`src/rtl/regs_writeback_if.sv`:
```
// Write-back stage port bundle: ALU result, load handshake, issue notify and
// register-file write port plus scoreboard/occupancy status.
interface regs_writeback_if #(
  parameter int DEPTH = 4
);
  localparam int CW = $clog2(DEPTH + 1);

  logic          alu_valid;
  logic [4:0]    alu_rd;
  logic [31:0]   alu_data;
  logic          mem_valid;
  logic          mem_ready;
  logic [4:0]    mem_rd;
  logic [31:0]   mem_data;
  logic          issue_valid;
  logic [4:0]    issue_rd;
  logic [4:0]    Rd;
  logic [31:0]   reg_in;
  logic [31:0]   busy;
  logic [CW-1:0] fifo_count;

  modport master (
    output alu_valid, alu_rd, alu_data,
    output mem_valid, mem_rd, mem_data,
    output issue_valid, issue_rd,
    input  mem_ready, Rd, reg_in, busy, fifo_count
  );

  modport slave (
    input  alu_valid, alu_rd, alu_data,
    input  mem_valid, mem_rd, mem_data,
    input  issue_valid, issue_rd,
    output mem_ready, Rd, reg_in, busy, fifo_count
  );
endinterface

```
`src/rtl/regs_writeback.sv`:
```
// DLX write-back stage: ALU results take priority over buffered load results,
// and a scoreboard tracks destination registers with writes still pending.
module regs_writeback #(
  parameter int DEPTH = 4
) (
  input logic           clk,
  input logic           reset_n,
  regs_writeback_if.slave wb
);
  localparam int AW = (DEPTH > 1) ? $clog2(DEPTH) : 1;
  localparam int CW = $clog2(DEPTH + 1);
  localparam logic [CW-1:0] DEPTH_C = CW'(DEPTH);

  logic [4:0]    fifo_rd_mem   [DEPTH];
  logic [31:0]   fifo_data_mem [DEPTH];
  logic [AW-1:0] wr_ptr_reg, rd_ptr_reg;
  logic [CW-1:0] count_reg, count_next;
  logic          ready_reg, ready_next;
  logic [4:0]    rd_reg, rd_next;
  logic [31:0]   data_reg, data_next;
  logic [31:0]   busy_reg, busy_next;

  logic          alu_sel, pop, push, wr_en;
  logic [4:0]    wr_rd;
  logic [31:0]   wr_data;

  always_comb begin
    alu_sel    = wb.alu_valid && (wb.alu_rd != 5'd0);
    pop        = !alu_sel && (count_reg != '0);
    // Loads to r0 are accepted (handshake completes) but never stored.
    push       = wb.mem_valid && ready_reg && (wb.mem_rd != 5'd0);
    wr_en      = alu_sel || pop;
    wr_rd      = alu_sel ? wb.alu_rd   : fifo_rd_mem[rd_ptr_reg];
    wr_data    = alu_sel ? wb.alu_data : fifo_data_mem[rd_ptr_reg];
    rd_next    = wr_en ? wr_rd   : 5'd0;
    data_next  = wr_en ? wr_data : 32'd0;
    count_next = count_reg + CW'(push) - CW'(pop);
    ready_next = (count_next < DEPTH_C);
  end

  // Set from issue beats the clear from a write to the same register.
  assign busy_next[0] = 1'b0;
  generate
    for (genvar gi = 1; gi < 32; gi++) begin : g_busy
      assign busy_next[gi] = (wb.issue_valid && (wb.issue_rd == 5'(gi))) ||
                             (busy_reg[gi] && !(wr_en && (wr_rd == 5'(gi))));
    end
  endgenerate

  always_ff @(posedge clk or negedge reset_n) begin
    if (!reset_n) begin
      wr_ptr_reg <= '0;
      rd_ptr_reg <= '0;
      count_reg  <= '0;
      ready_reg  <= 1'b0;
      rd_reg     <= 5'd0;
      data_reg   <= 32'd0;
      busy_reg   <= 32'd0;
    end else begin
      if (push) wr_ptr_reg <= wr_ptr_reg + AW'(1);
      if (pop)  rd_ptr_reg <= rd_ptr_reg + AW'(1);
      count_reg <= count_next;
      ready_reg <= ready_next;
      rd_reg    <= rd_next;
      data_reg  <= data_next;
      busy_reg  <= busy_next;
    end
  end

  // Storage needs no reset: occupancy and pointers define what is valid.
  always_ff @(posedge clk) begin
    if (push) begin
      fifo_rd_mem[wr_ptr_reg]   <= wb.mem_rd;
      fifo_data_mem[wr_ptr_reg] <= wb.mem_data;
    end
  end

  assign wb.mem_ready  = ready_reg;
  assign wb.Rd         = rd_reg;
  assign wb.reg_in     = data_reg;
  assign wb.busy       = busy_reg;
  assign wb.fifo_count = count_reg;
endmodule

```
`src/flat_wrapper.sv`:
```
// flat-port wrapper written by rule: the top's interface ports become plain ports
module regs_writeback_flat 
#(
  parameter int DEPTH = 4
)
  (clk, reset_n, wb_alu_valid, wb_alu_rd, wb_alu_data, wb_mem_valid, wb_mem_rd, wb_mem_data, wb_issue_valid, wb_issue_rd, wb_mem_ready, wb_Rd, wb_reg_in, wb_busy, wb_fifo_count);
  regs_writeback_if #(.DEPTH(DEPTH)) wb_i ();
  input logic clk;
  input logic reset_n;
  input wire logic [$bits(wb_i.alu_valid)-1:0] wb_alu_valid;
  input wire logic [$bits(wb_i.alu_rd)-1:0] wb_alu_rd;
  input wire logic [$bits(wb_i.alu_data)-1:0] wb_alu_data;
  input wire logic [$bits(wb_i.mem_valid)-1:0] wb_mem_valid;
  input wire logic [$bits(wb_i.mem_rd)-1:0] wb_mem_rd;
  input wire logic [$bits(wb_i.mem_data)-1:0] wb_mem_data;
  input wire logic [$bits(wb_i.issue_valid)-1:0] wb_issue_valid;
  input wire logic [$bits(wb_i.issue_rd)-1:0] wb_issue_rd;
  output wire logic [$bits(wb_i.mem_ready)-1:0] wb_mem_ready;
  output wire logic [$bits(wb_i.Rd)-1:0] wb_Rd;
  output wire logic [$bits(wb_i.reg_in)-1:0] wb_reg_in;
  output wire logic [$bits(wb_i.busy)-1:0] wb_busy;
  output wire logic [$bits(wb_i.fifo_count)-1:0] wb_fifo_count;
  assign wb_i.alu_valid = wb_alu_valid;
  assign wb_i.alu_rd = wb_alu_rd;
  assign wb_i.alu_data = wb_alu_data;
  assign wb_i.mem_valid = wb_mem_valid;
  assign wb_i.mem_rd = wb_mem_rd;
  assign wb_i.mem_data = wb_mem_data;
  assign wb_i.issue_valid = wb_issue_valid;
  assign wb_i.issue_rd = wb_issue_rd;
  assign wb_mem_ready = wb_i.mem_ready;
  assign wb_Rd = wb_i.Rd;
  assign wb_reg_in = wb_i.reg_in;
  assign wb_busy = wb_i.busy;
  assign wb_fifo_count = wb_i.fifo_count;
  regs_writeback #(.DEPTH(DEPTH)) u_core (.clk(clk), .reset_n(reset_n), .wb(wb_i));
endmodule
```
`config.mk`:
```
export PLATFORM = sky130hd
export DESIGN_NAME = regs_writeback_flat
export DESIGN_NICKNAME = d
export VERILOG_FILES = /design/src/rtl/regs_writeback_if.sv /design/src/rtl/regs_writeback.sv /design/src/flat_wrapper.sv
export SDC_FILE = /design/constraint.sdc
export NUM_CORES = 1
export LEC_CHECK = 0
export BUFFER_PORTS_ARGS = -buffer_cell sky130_fd_sc_hd__buf_2
export CAP_MARGIN = 20
export CELL_PAD_IN_SITES_DETAIL_PLACEMENT = 1
export CELL_PAD_IN_SITES_GLOBAL_PLACEMENT = 2
export CORE_ASPECT_RATIO = 0.8
export CORE_MARGIN = 2
export CORE_UTILIZATION = 30
export CTS_CLUSTER_DIAMETER = 80
export DETAILED_ROUTE_END_ITERATION = 7
export MAX_ROUTING_LAYER = met4
export PLACE_DENSITY_LB_ADDON = 0.1
export SETUP_SLACK_MARGIN = 0.15
export SYNTH_ARGS = -nofsm -noshare
export SYNTH_HDL_FRONTEND = slang
export SYNTH_SLANG_ARGS = --single-unit
```
`constraint.sdc`:
```
create_clock -name clk -period 5.36 [get_ports clk]
set_input_delay 1.608 -clock clk [delete_from_list [all_inputs] [get_ports clk]]
set_output_delay 1.608 -clock clk [all_outputs]
set_load 0.02 [all_outputs]
```
==> results of run 1 <==
[per-layer routing]
layer,routed length [µm],global-route usage [%],up-vias
met5,0,-,-
met4,395,3.175,0
met3,1081,3.372,37
met2,10490,24.44,116
met1,9867,19.64,2567
li1,-,-,2258
[area by class of cell]
class	instances	area, µm²	share of cell area [%]
clock buffer	33	705.7	6.598
sequential	224	6351	59.38
antenna	5	12.51	0.1170
inverter	11	41.29	0.3861
tap	370	462.9	4.328
timing repair buffer	164	858.3	8.025
multi-input combinational	232	2143	20.04
clock inverter	13	120.1	1.123
[cells in the final DEF (no fill, tap or decap), types with 3 or more instances in the layout]
| master | n |
|---|---|
| buf_2 | 154 |
| edfxtp_1 | 148 |
| dfrtp_1 | 74 |
| nand2_1 | 55 |
| mux4_2 | 37 |
| a22o_1 | 34 |
| o31ai_1 | 33 |
| clkbuf_16 | 25 |
| inv_1 | 9 |
| buf_4 | 9 |
| nor2_1 | 8 |
| nand3_1 | 7 |
| nor2b_1 | 6 |
| ha_1 | 6 |
| diode_2 | 5 |
| o21ai_1 | 5 |
| clkbuf_8 | 5 |
| clkinv_2 | 5 |
| xnor2_1 | 4 |
| and2_2 | 4 |
| a31oi_2 | 4 |
| nor3_1 | 3 |
| nand2b_1 | 3 |
| o31a_1 | 3 |
| clkinv_1 | 3 |
| clkbuf_1 | 3 |
[logic make-up (layout without fill, tap and decap cells)]
kind of cell / after synthesis / in the layout / share of synthesized area [%]
compound gates: 86 / 86 / 8.276
xor+xnor: 5 / 5 / 0.5063
fa+ha+maj: 7 / 7 / 1.100
buf+inv: 36 / 221 / 1.910
flops: 224 / 224 / 73.38
mux: 37 / 37 / 9.635
other cells: 1 / 6 / 0.04336
simple gates: 96 / 96 / 5.150
[where the power goes]
part	switching [mW]	total (mW)	internal, mW
combinational	0.981	1.66	0.678
clock	0.673	1.69	1.02
sequential	0.269	2.53	2.26
[tightest hold or removal path, stage by stage (launching register included)]
cell and delay, ns:
dfrtp_1 0.34, o31ai_1 0.07, nand2_1 0.06
[per-stage QoR]
stage | total power [mW] | area [µm²] | utilization [%] | setup WS (ns)
4_1_cts | 5.976 | 10660 | 37.58 | 1.747
3_3_place_gp | 4.203 | 9829 | 34.67 | 1.269
5_1_grt | 6.214 | 10700 | 37.72 | 1.612
6_report | 5.879 | 10700 | 37.72 | 1.763
2_1_floorplan | 3.604 | 8648 | - | 1.297
3_5_place_dp | 4.253 | 9829 | 34.67 | 1.196
[final timing paths]
path | from | endpoint | slack (ns)
setup / recovery | wb_alu_rd[1] | u_core.wb.fifo_count[2] | 1.76
hold / removal | u_core.wb.busy[30] | u_core.wb.busy[30] | 0.50
setup reg to reg | u_core.rd_ptr_reg[0] | u_core.wb.busy[23] | 2.70
hold reg to reg | u_core.wb.busy[30] | u_core.wb.busy[30] | 0.50
max in group asynchronous | reset_n | u_core.wb.busy[9] | 3.31
min in group asynchronous | reset_n | u_core.wr_ptr_reg[0] | 1.09
==> metrics.md, run 1 <==
| Metric | Value |
|---|---|
| Status | complete, no violations |
| Hold Path Cell Cnt | 2 |
| Final Hold Fails | 0 |
| FF-to-FF path depth | 4 |
| Peak VDD IR | 0.2045 mV |
| Minimum clock period | 3.597 ns |
| DR iter-0 viols | 176 |
| Residual DRC | 0 |
| Final nets | 749 |
| Post-route clock period utilization | 67.10% |
| Syn_nets | 583 |
| Post-CTS Resized | 0 |
| Number of synthesized flops with an enable pin | 148 |
| Post-synth top area share | 51.39% |
| HPWL Detailed | 14.05 mm |
| Most frequent cell after synthesis | edfxtp_1 |
| Port-buffer cells | 155 |
| Final setup violating endpoints | 0 |
| Synth top cells by count | 148 x edfxtp_1, 76 x dfrtp_1, 55 x nand2_1 |
| GP Congestion | 0.7399 |
| DR WL/cell | 20.75 µm |
| Grt total ovfl | 0 |
| Critical setup path kind | in -> reg |
| Hold Path Class | reg -> reg |
| Layout Cells excl Fill | 1,052 |
| Ys async rst share | 33.93% |
| Layout cells sized above 1 | 38.11% |
| Max-Cap Viols | 0 |
| Area growth, synth to finish | 23.67% |
| Post-CTS setup buffers | 0 |
| CTS Hold Bufs | 0 |
| Full die area | 30,210 µm² |
| Normalized max-slew margin | 45.29% |
| Detail Route Antenna Nets | 0 |
| Clock transition at path regs | 0.06 ns |
| Fin Hold WS | 0.5039 ns |
| Max incr delay on CP | 0.61 ns |
| Syn avg cell area | 17.58 µm² |
| Area of the core | 28,350 µm² |
| Ys flop type | edfxtp_1 |
| FILL cells | 2,898 |
| Crit-path cells | buf_2 -> or2_1 -> o41a_2 -> nor2_4 -> ha_1 -> inv_1 -> ha_1 -> fa_1 -> xnor2_1 -> xnor2_1 -> inv_1 |
| Flops & latches, synth | 224 |
| First-pass GRT wire length | 33.93 mm |
| RSZ-0062 raised after global routing | no |
| CP bufs+invs | 3 |
| CTS buffer count | 25 |
| FMAX | 278.0 MHz |
| Clock sinks | 224 |
| Worst Tran Pin Value | 0.8144 ns |
| CTS root buf | clkbuf_16 |
| Seq/Total Area, Yosys | 73.38% |
| Skew final | 0.01348 ns |
| Setup tns final | 0 ns |
| Unique masters post-synth | 39 |
| CTS max path bufs | 3 |
| Synth Instances | 492 |
| Power Density | 549.7 nW/µm² |
| H-tree depth | 1 |
| Pre-antenna DRT Iters | 4 |
| CTS tree | yes |
| Synth top area cells | edfxtp_1 51%, dfrtp_1 22%, mux4_2 9.6% |
| Top delay family on crit path | adder cells |
| Skew-Pair Late Insertion Delay | 0.51 ns |
| Mapped cell area | 8648 µm² |
| Critical path capture point type | flop |
| Ys Warns | 0 |
| Critical path arrival | 3.99 ns |
| IO Count | 157 |
| Vias in the first global route | 5,587 |
| Pin count of the biggest net entering global routing | 41 |
| Critical Path RT | 5.76 ns |
| DR vias | 4,978 |
| Routed wire length | 21.83 mm |
| Initial Utilization | 30.50% |
| Cell row count | 55 |
| GRT Overall Usage | 15.09% |
| Final Max Slew Viols | 0 |
| CP startpoint kind | primary input |
| Leak | 4.204 nW |
| Top cell type by total area after synthesis | edfxtp_1 |
| Placed insts | 999 |
| Max reg flops | 128 |
| Chip height | 155.9 µm |
| Worst Path Max Fanout | 18 |
| CP Depth | 11 |
| Initial antenna violation count | 5 |
| Crit-path slowest cell | o41a_2 |
| Die X | 193.8 µm |
| Via density | 4.732 |
(Power assumes the default switching activity.)
==> inputs of run 2 (changes only) <==
clock period = 3.25 ns   (was 5.36 ns; I/O delays follow)
==> run 2 against run 1 <==
  * Core utilization up 0.98 points
  * First-iteration DRC count rose by 38%
  * Flip-flop and latch count is the same
  * Combinational power rose by 78%
  * Die area is the same
  * Wire length up 3.8%
  * Sequential power grew 61%
  * Clock power increased by 84%
  * Register-to-register slack worse by 1.9 ns
  * Clock-buffer cell count fell by 2
  * Critical endpoint unchanged
==> metrics.md, run 2 (same netlist as run 1, synthesis figures left out) <==
| Metric | Value |
|---|---|
| Status | complete, no violations (unchanged) |
| Critical path capture point type | flop (unchanged) |
| Area growth, synth to finish | 26.88% (was 23.67%) |
| Area of the core | 28,350 µm² (unchanged) |
| First-pass GRT wire length | 35.00 mm (was 33.93 mm) |
| Critical Path RT | 3.65 ns (was 5.76 ns) |
| DR vias | 5,074 (was 4,978) |
| Leak | 4.332 nW (was 4.204 nW) |
| Final nets | 761 (was 749) |
| Peak VDD IR | 0.3873 mV (was 0.2045 mV) |
| H-tree depth | 1 (unchanged) |
| GP Congestion | 0.7493 (was 0.7399) |
| Switching power share of the total | 31.89% (was 32.72%) |
| Most frequent cells in the layout | 154 x buf_2, 148 x edfxtp_1, 74 x dfrtp_1, 55 x nand2_1, 37 x mux4_2 (unchanged) |
| Max-Cap Viols | 0 (unchanged) |
| Power Density | 923.8 nW/µm² (was 549.7 nW/µm²) |
| Commonest non-fill, non-tap cell in the layout | buf_2 (unchanged) |
| Post-CTS Resized | 0 (unchanged) |
| GRT Overall Usage | 15.73% (was 15.09%) |
| Final Hold Fails | 0 (unchanged) |
| Port-buffer cells | 155 (unchanged) |
| Residual DRC | 0 (unchanged) |
| Finished Core Util | 38.70% (was 37.72%) |
| RSZ-0062 raised after global routing | no (unchanged) |
| Chip height | 155.9 µm (unchanged) |
| Detail Route Antenna Nets | 0 (unchanged) |
| Post-CTS setup buffers | 0 (unchanged) |
| IO Count | 157 (unchanged) |
| Layout cells sized above 1 | 40.26% (was 38.11%) |
| CTS Hold Bufs | 0 (unchanged) |
| Skew final | 0.01151 ns (was 0.01348 ns) |
| Routed wire length | 22.66 mm (was 21.83 mm) |
| CTS max path bufs | 3 (unchanged) |
| Hold Path Class | in -> async (was reg -> reg) |
| DR iter-0 viols | 243 (was 176) |
| Pwr Total | 10.14 mW (was 5.879 mW) |
| CTS root buf | clkbuf_16 (unchanged) |
| Clock Power Share | 30.7% (was 28.8%) |
| Clock transition at path regs | 0.06 ns (about the same) |
| Pin count of the biggest net entering global routing | 41 (unchanged) |
| Switching pwr | 3.232 mW (was 1.923 mW) |
| Grt total ovfl | 0 (unchanged) |
| Full die area | 30,210 µm² (unchanged) |
| CTS tree | yes (unchanged) |
| CP startpoint kind | primary input (unchanged) |
| Initial antenna violation count | 5 (unchanged) |
| Max reg flops | 128 (unchanged) |
| CTS buffer count | 25 (unchanged) |
| Skew-Pair Late Insertion Delay | 0.52 ns (was 0.51 ns) |
| Cell row count | 55 (unchanged) |
| Post-route clock period utilization | 81.00% |
| Final Max Slew Viols | 0 (unchanged) |
| Final setup violating endpoints | 0 (unchanged) |
| DR WL/cell | 21.30 µm (was 20.75 µm) |
| Minimum clock period | 2.632 ns |
| FMAX | 379.9 MHz |
| Critical setup path kind | in -> reg (unchanged) |
| Flop pwr share | 40.2% (was 43.0%) |
| Normalized max-slew margin | 54.19% (was 45.29%) |
| Initial Utilization | 30.50% (unchanged) |
| Pint | 6.905 mW (was 3.955 mW) |
| HPWL Detailed | 15.20 mm (was 14.05 mm) |
| Worst Tran Pin Value | 0.6850 ns (was 0.8144 ns) |
| Vias in the first global route | 5,597 (was 5,587) |
| Worst Path Max Fanout | 5 (was 18) |
| Via density | 4.769 (was 4.732) |
| Comb power frac | 29.1% (was 28.2%) |
| Clock sinks | 224 (unchanged) |
| Pre-antenna DRT Iters | 4 (unchanged) |
| Die X | 193.8 µm (unchanged) |
| Critical path arrival | 3.03 ns (was 3.99 ns) |
-- run 2: final timing paths --
check | depth (start not counted) | start | slack (ns) | end
max | 11 | wb_alu_rd[0] | 0.62 | u_core.wb.fifo_count[2]
min reg2reg | 2 | u_core.wb.busy[16] | 0.50 | u_core.wb.busy[16]
min | 1 | reset_n | 0.47 | u_core.wb.busy[11]
min in group clk | 2 | u_core.wb.busy[16] | 0.50 | u_core.wb.busy[16]
max reg2reg | 4 | u_core.rd_ptr_reg[0] | 0.80 | u_core.wb.busy[17]
max in group asynchronous | 2 | reset_n | 2.11 | u_core.wb.reg_in[18]
-- run 2: metal layers --
layer	vias to the layer above	global-route usage (%)	part of all wire (%)
met3	32	3.718	5.7
met5	-	-	0
met2	124	25.75	48
met1	2621	20.15	44
met4	0	3.247	1.9
li1	2297	-	-
-- run 2: area by class of cell --
cell class,instances,area (µm²)
antenna,6,15.01
clock buffer,31,688.2
clock inverter,14,225.2
fill,2884,17380
inverter,11,41.29
multi-input combinational,232,2181
sequential,224,6349
tap,370,462.9
timing repair buffer,176,1011
-- run 2: critical path, cell delays in order --
cell     delay [ns]
buf_2          0.12
or2_4          0.26
o41a_2         0.47
nor2_4         0.13
ha_4           0.14
inv_2          0.04
ha_4           0.15
fa_2           0.34
xnor2_2        0.14
xnor2_1        0.20
inv_1          0.06
-- run 2: power groups by stage --
stage,clock [mW],sequential [mW],combinational (mW)
after global placement,0,4.12,2.97
after floorplan,0,4.46,1.53
final,3.11,4.08,2.95
after detailed placement,0,4.16,3.01
after CTS,3.20,4.10,3.03
after global routing,3.32,4.17,3.22
-- run 2: through the flow --
stage	setup slack (ns)	cell area, µm²	instances	hold slack (ns)	TNS (ns)
3_3_place_gp	0.1146	10040	1013	0.4768	0
4_1_cts	0.6247	10960	1058	0.4856	0
3_5_place_dp	0.08310	10040	1013	0.4855	0
5_1_grt	0.5465	10970	1063	0.5041	0
6_report	0.6176	10970	1064	0.4709	0
2_1_floorplan	-0.01869	8698	492	0.5796	-0.01869
